**config.mk**
```make
export PLATFORM = sky130hd
export DESIGN_NAME = lsu_byte_ctrl
export DESIGN_NICKNAME = d
export VERILOG_FILES = /design/src/rtl/lsu_pkg.sv /design/src/rtl/byte_lane_mux.sv /design/src/rtl/lsu_byte_ctrl.sv
export SDC_FILE = /design/constraint.sdc
export NUM_CORES = 1
export LEC_CHECK = 0
export CAP_MARGIN = 5
export CORE_MARGIN = 4
export CORE_UTILIZATION = 40
export DETAILED_ROUTE_END_ITERATION = 8
export GPL_TIMING_DRIVEN = 0
export PLACE_DENSITY = 0.76
export SLEW_MARGIN = 20
export SYNTH_ARGS = -nofsm -noshare
export SYNTH_HDL_FRONTEND = slang
export SYNTH_HIERARCHICAL = 1
export SYNTH_SLANG_ARGS = --single-unit
```
**constraint.sdc**
```tcl
create_clock -name clk -period 5.45 [get_ports clk]
set_input_delay 1.09 -clock clk [delete_from_list [all_inputs] [get_ports clk]]
set_output_delay 1.09 -clock clk [all_outputs]
set_load 0.005 [all_outputs]
```
**src/rtl/lsu_pkg.sv**
```systemverilog
// rtl/lsu_pkg.sv - shared types and defaults for the load/store unit
package lsu_pkg;

  typedef enum logic [1:0] {
    SZ_BYTE = 2'b00,
    SZ_HALF = 2'b01,
    SZ_WORD = 2'b10,
    SZ_BAD  = 2'b11
  } size_e;

  typedef enum logic {
    IDLE   = 1'b0,
    RMW_WR = 1'b1
  } state_e;

  localparam int DEFAULT_DEPTH_WORDS = 64;

endpackage

```
**src/rtl/byte_lane_mux.sv**
```systemverilog
// rtl/byte_lane_mux.sv - little-endian lane extract/extend for loads and lane merge for stores
module byte_lane_mux (
  input  logic [1:0]  size,
  input  logic        sign_ext,
  input  logic [1:0]  lane,
  input  logic [31:0] rd_word,
  input  logic [31:0] wdata,
  output logic [31:0] ld_data,
  output logic [31:0] st_word
);
  import lsu_pkg::*;

  size_e       sz;
  logic [7:0]  ld_byte;
  logic [15:0] ld_half;

  assign sz = size_e'(size);

  always_comb begin
    case (lane)
      2'd0:    ld_byte = rd_word[7:0];
      2'd1:    ld_byte = rd_word[15:8];
      2'd2:    ld_byte = rd_word[23:16];
      default: ld_byte = rd_word[31:24];
    endcase
    ld_half = lane[1] ? rd_word[31:16] : rd_word[15:0];

    case (sz)
      SZ_BYTE: ld_data = {{24{sign_ext & ld_byte[7]}}, ld_byte};
      SZ_HALF: ld_data = {{16{sign_ext & ld_half[15]}}, ld_half};
      default: ld_data = rd_word;
    endcase

    // Untouched lanes keep the word just read from memory.
    st_word = rd_word;
    case (sz)
      SZ_BYTE: begin
        case (lane)
          2'd0:    st_word[7:0]   = wdata[7:0];
          2'd1:    st_word[15:8]  = wdata[7:0];
          2'd2:    st_word[23:16] = wdata[7:0];
          default: st_word[31:24] = wdata[7:0];
        endcase
      end
      SZ_HALF: begin
        if (lane[1]) st_word[31:16] = wdata[15:0];
        else         st_word[15:0]  = wdata[15:0];
      end
      default: st_word = wdata;
    endcase
  end

endmodule

```
**src/rtl/lsu_byte_ctrl.sv**
```systemverilog
// rtl/lsu_byte_ctrl.sv - byte/half/word load-store unit with read-modify-write sub-word stores
module lsu_byte_ctrl #(
  parameter int DEPTH_WORDS = lsu_pkg::DEFAULT_DEPTH_WORDS,
  parameter int AW          = 32
) (
  input  logic          clk,
  input  logic          reset,
  input  logic          req_valid,
  output logic          req_ready,
  input  logic          req_we,
  input  logic [1:0]    req_size,
  input  logic          req_signed,
  input  logic [AW-1:0] req_addr,
  input  logic [31:0]   req_wdata,
  output logic          rsp_valid,
  output logic [31:0]   rsp_rdata,
  output logic          rsp_fault,
  output logic          mem_we,
  output logic [AW-1:0] mem_a,
  output logic [31:0]   mem_wd,
  input  logic [31:0]   mem_rd
);
  import lsu_pkg::*;

  localparam logic [AW:0] ADDR_LIMIT = (AW+1)'(4 * DEPTH_WORDS);

  state_e        state_q, state_d;
  logic          rsp_valid_q, rsp_valid_d;
  logic [31:0]   rsp_rdata_q, rsp_rdata_d;
  logic          rsp_fault_q, rsp_fault_d;
  logic [31:0]   merge_q, merge_d;
  logic [AW-1:0] addr_q, addr_d;

  size_e         req_sz;
  logic          accept;
  logic          fault;
  logic [AW-1:0] word_addr;
  logic [31:0]   ld_data;
  logic [31:0]   st_word;

  assign req_sz    = size_e'(req_size);
  assign req_ready = (state_q == IDLE);
  assign accept    = req_valid && req_ready && !reset;
  assign word_addr = {req_addr[AW-1:2], 2'b00};
  assign fault     = (req_sz == SZ_BAD)
                  || (req_sz == SZ_HALF && req_addr[0])
                  || (req_sz == SZ_WORD && req_addr[1:0] != 2'b00)
                  || ({1'b0, req_addr} >= ADDR_LIMIT);

  byte_lane_mux u_lane_mux (
    .size     (req_size),
    .sign_ext (req_signed),
    .lane     (req_addr[1:0]),
    .rd_word  (mem_rd),
    .wdata    (req_wdata),
    .ld_data  (ld_data),
    .st_word  (st_word)
  );

  always_comb begin
    state_d     = state_q;
    rsp_valid_d = 1'b0;
    rsp_rdata_d = '0;
    rsp_fault_d = 1'b0;
    merge_d     = merge_q;
    addr_d      = addr_q;
    mem_we      = 1'b0;
    mem_a       = word_addr;
    mem_wd      = '0;
    case (state_q)
      IDLE: begin
        if (accept) begin
          if (fault) begin
            rsp_valid_d = 1'b1;
            rsp_fault_d = 1'b1;
          end else if (!req_we) begin
            rsp_valid_d = 1'b1;
            rsp_rdata_d = ld_data;
          end else if (req_sz == SZ_WORD) begin
            mem_we      = 1'b1;
            mem_wd      = req_wdata;
            rsp_valid_d = 1'b1;
          end else begin
            merge_d = st_word;
            addr_d  = word_addr;
            state_d = RMW_WR;
          end
        end
      end
      RMW_WR: begin
        mem_we      = 1'b1;
        mem_a       = addr_q;
        mem_wd      = merge_q;
        rsp_valid_d = 1'b1;
        state_d     = IDLE;
      end
      default: state_d = IDLE;
    endcase
    // A reset landing on the write cycle must keep the merged word out of memory.
    if (reset) begin
      mem_we = 1'b0;
      mem_wd = '0;
    end
  end

  always_ff @(posedge clk) begin
    if (reset) begin
      state_q     <= IDLE;
      rsp_valid_q <= 1'b0;
      rsp_rdata_q <= '0;
      rsp_fault_q <= 1'b0;
      merge_q     <= '0;
      addr_q      <= '0;
    end else begin
      state_q     <= state_d;
      rsp_valid_q <= rsp_valid_d;
      rsp_rdata_q <= rsp_rdata_d;
      rsp_fault_q <= rsp_fault_d;
      merge_q     <= merge_d;
      addr_q      <= addr_d;
    end
  end

  assign rsp_valid = rsp_valid_q;
  assign rsp_rdata = rsp_rdata_q;
  assign rsp_fault = rsp_fault_q;

endmodule
```
==> qor.yml <==
outcome:
  status: "finished clean"
timing:
  worst_slew_pin_slew_ns: 0.847
  fin_crit_sh_pct: 87.1
  setup_tns_ns: 0
  rsz0062_at_grt: "false"
  fin_crit_ns: 4.75
  relSlewSlack_pct: 43.6
  drv_slew: 0
  finalSetupViolations: 0
  hold_violations: 0
  clock_skew_ns: 0.00815
  fmax_mhz: 211
cts:
  cts_hold_buf: 0
  cts_sinks: 97
  htree_levels: 3
  cts_inserted_buffers: 9
  cts_tree: "yes"
  cts_resized: 0
  cts_root_buffer: "clkbuf_16"
  path_clk_slew_ns: 0.08
  post-cts-setup-buffers: 0
  clk_path_buf_depth: 2
  insertion_delay_ns: 0.36
setup_path:
  crit_top_cell: "clkdlybuf4s50_1"
  cp.arrival_ns: 3.66
  worstPathRequired_ns: 4.36
  max_stage_delay_ns: 0.65
  cp.buffers_inverters: 3
  cp_num_cells: 7
  worstRegToRegCells: 6
  worst-path-max-fanout: 10
  setup.worst_path.end_class: "output pin"
  crit_chain: "clkdlybuf4s50_1, nor3_1, o211ai_1, o32a_4, buf_6, nor2_2, clkdlybuf4s50_1"
  worstSetupStartpointType: "input pin"
  slowest_stage: "clkdlybuf4s50_1"
  setup.worst_path.class: "input pin to output pin"
  cp_top_family: "buffers and inverters"
synthesis:
  synth.area.top_cells: "dfxtp_1 (31%), mux2i_1 (16%), nand2b_1 (8.0%), mux2_2 (6.8%), and2_1 (3.9%)"
  synth_cells: 668
  synth.most_common_cell: "mux2i_1"
  async_flop_share_pct: 0
  yosysTopAreaCell: "dfxtp_1"
  seq_area_frac_synth_pct: 30.8
  syn_area_sq_um: 6310
  synth_top_area_share_pct: 30.8
  synth_cell_types: 47
  ys_ff_latch: 97
  synth_edf_count: 0
  yosys_warnings: 6
  synth-main-ff-cell: "dfxtp_1"
  syn_avg_cell_area_sq_um: 9.44
  yosys-top-cells-count: "mux2i_1 (103), dfxtp_1 (97), nand2b_1 (81)"
power:
  powerDensity_nw_per_um2: 192
  power_uw: 1700
  vdd_drop_max_v: 0.000154
  power_leakage_uw: 0.00317
final_layout:
  seqCellArea_sq_um: 1940
  fillers: 1366
  multi_input_area_sq_um: 3980
  area_delta_synth_final_pct: 40.6
  antenna_cells: 0
  drive_gt1_share_pct: 13.4
  nets: 983
  final_cells: 1096
grt:
  grt_max_degree: 20
  antenna_found_initial: 0
  grt_util_all_layers_pct: 23.3
  grt_pass1_wl_um: 32700
  grt_overflow: 0
  grt_pass1_vias: 5786
detailed_routing:
  wl_per_cell_um: 19.1
  viasPerCell: 5.31
  vias: 5818
  drc: 0
  drtIter0Drc: 516
  ant_nets: 0
  wl_um: 21000
  dr.pass1.iters: 8
placement:
  place_hpwl_um: 16500
  gp_congestion: 0.923
  numPlacedInstances: 1080
  portBuffers: 200
die:
  die_area_sq_um: 17800
  die_h_um: 134
  fp-row-count: 45
  core_area_sq_um: 15300
  start_util_pct: 41.2
  ioPinCount: 203
  die_w_um: 134
flow_run:
  cap_violations: 0
min_path:
  hold_class: "flop to flop"
  whs_path_depth: 1
per-stage QoR:
stage | util, % | hold slack (ns) | setup slack (ns) | area, sq um
floorplan | - | 0.445 | 2.09 | 6310
CTS | 57.9 | 0.477 | 0.721 | 8870
global placement | 56.0 | 0.454 | 0.733 | 8580
detailed placement | 56.0 | 0.461 | 0.734 | 8580
global route | 57.9 | 0.488 | 0.617 | 8870
finish | 57.9 | 0.473 | 0.703 | 8870
final timing paths:
check	from	to	slack (ns)
worst min register to register	addr_q[10]$_SDFFE_PP0P_	addr_q[10]$_SDFFE_PP0P_	0.47
worst max register to register	state_q$_SDFF_PP0_	merge_q[25]$_SDFFE_PP0P_	3.68
worst max-delay path	req_size[0]	mem_wd[7]	0.70
worst min-delay path	addr_q[10]$_SDFFE_PP0P_	addr_q[10]$_SDFFE_PP0P_	0.47
cell families (layout without fill, tap and decap cells):
kind of cell	count (synthesis)	in the layout	synth area share, %
AOI/OAI and AO/OA	85	85	10.7
buffers and inverters	66	282	6.21
DFF	97	97	30.8
muxes	149	149	25.9
other	1	2	0.0595
and+or+nand+nor	270	270	26.4
worst reg2reg max path, delay by kind of cell (launching register included):
kind / cells / cell delay, ns
mux: 1 / 0.22
buf+inv: 2 / 0.43
simple gates: 3 / 0.72
flops: 1 / 0.31
per-layer routing:
| metal | track usage (%) | vias to the layer above | part of all wire [%] |
|---|---|---|---|
| met5 | 0 | - | 0 |
| met4 | 8.00 | 0 | 2.9 |
| met3 | 5.48 | 46 | 7.8 |
| met2 | 36.6 | 284 | 45 |
| met1 | 31.5 | 2695 | 44 |
| li1 | - | 2793 | - |
final cells by class:
type | count | share of cell area [%]
inverter | 5 | 0.212
timing repair buffer | 200 | 22.6
sequential | 97 | 21.9
buffer | 61 | 4.20
multi-input combinational | 506 | 44.8
clock buffer | 9 | 2.54
tap | 211 | 2.98
clock inverter | 7 | 0.762
state kept, by name, indices dropped and copies added, names as in the netlist:
signal and count:
merge_q 32, rsp_rdata 32, addr_q 30, rsp_fault 1
rsp_valid 1, state_q 1
power breakdown:
part / switching, uW / internal (uW)
clock network: 314 / 324
logic: 166 / 188
registers: 0.152 / 709
total: 480 / 1220
placed cells by master, fill, tap and decap left out, drive strengths merged, types with 7 or more instances in the layout:
cell type,netlist,layout
a221o,8,8
o21ai,9,9
nor2,41,41
o211ai,10,10
clkbuf,24,33
o221ai,17,17
clkdlybuf4s50,0,200
nor2b,34,34
dfxtp,97,97
mux2i,103,103
and2,39,39
nand2,26,26
nor3b,25,25
mux4,7,7
o22ai,23,23
nand2b,81,81
mux2,39,39
inv,5,10
buf,37,37
a211oi,7,7
and3b,8,8
Note: power is estimated with default switching activity, not from simulation.
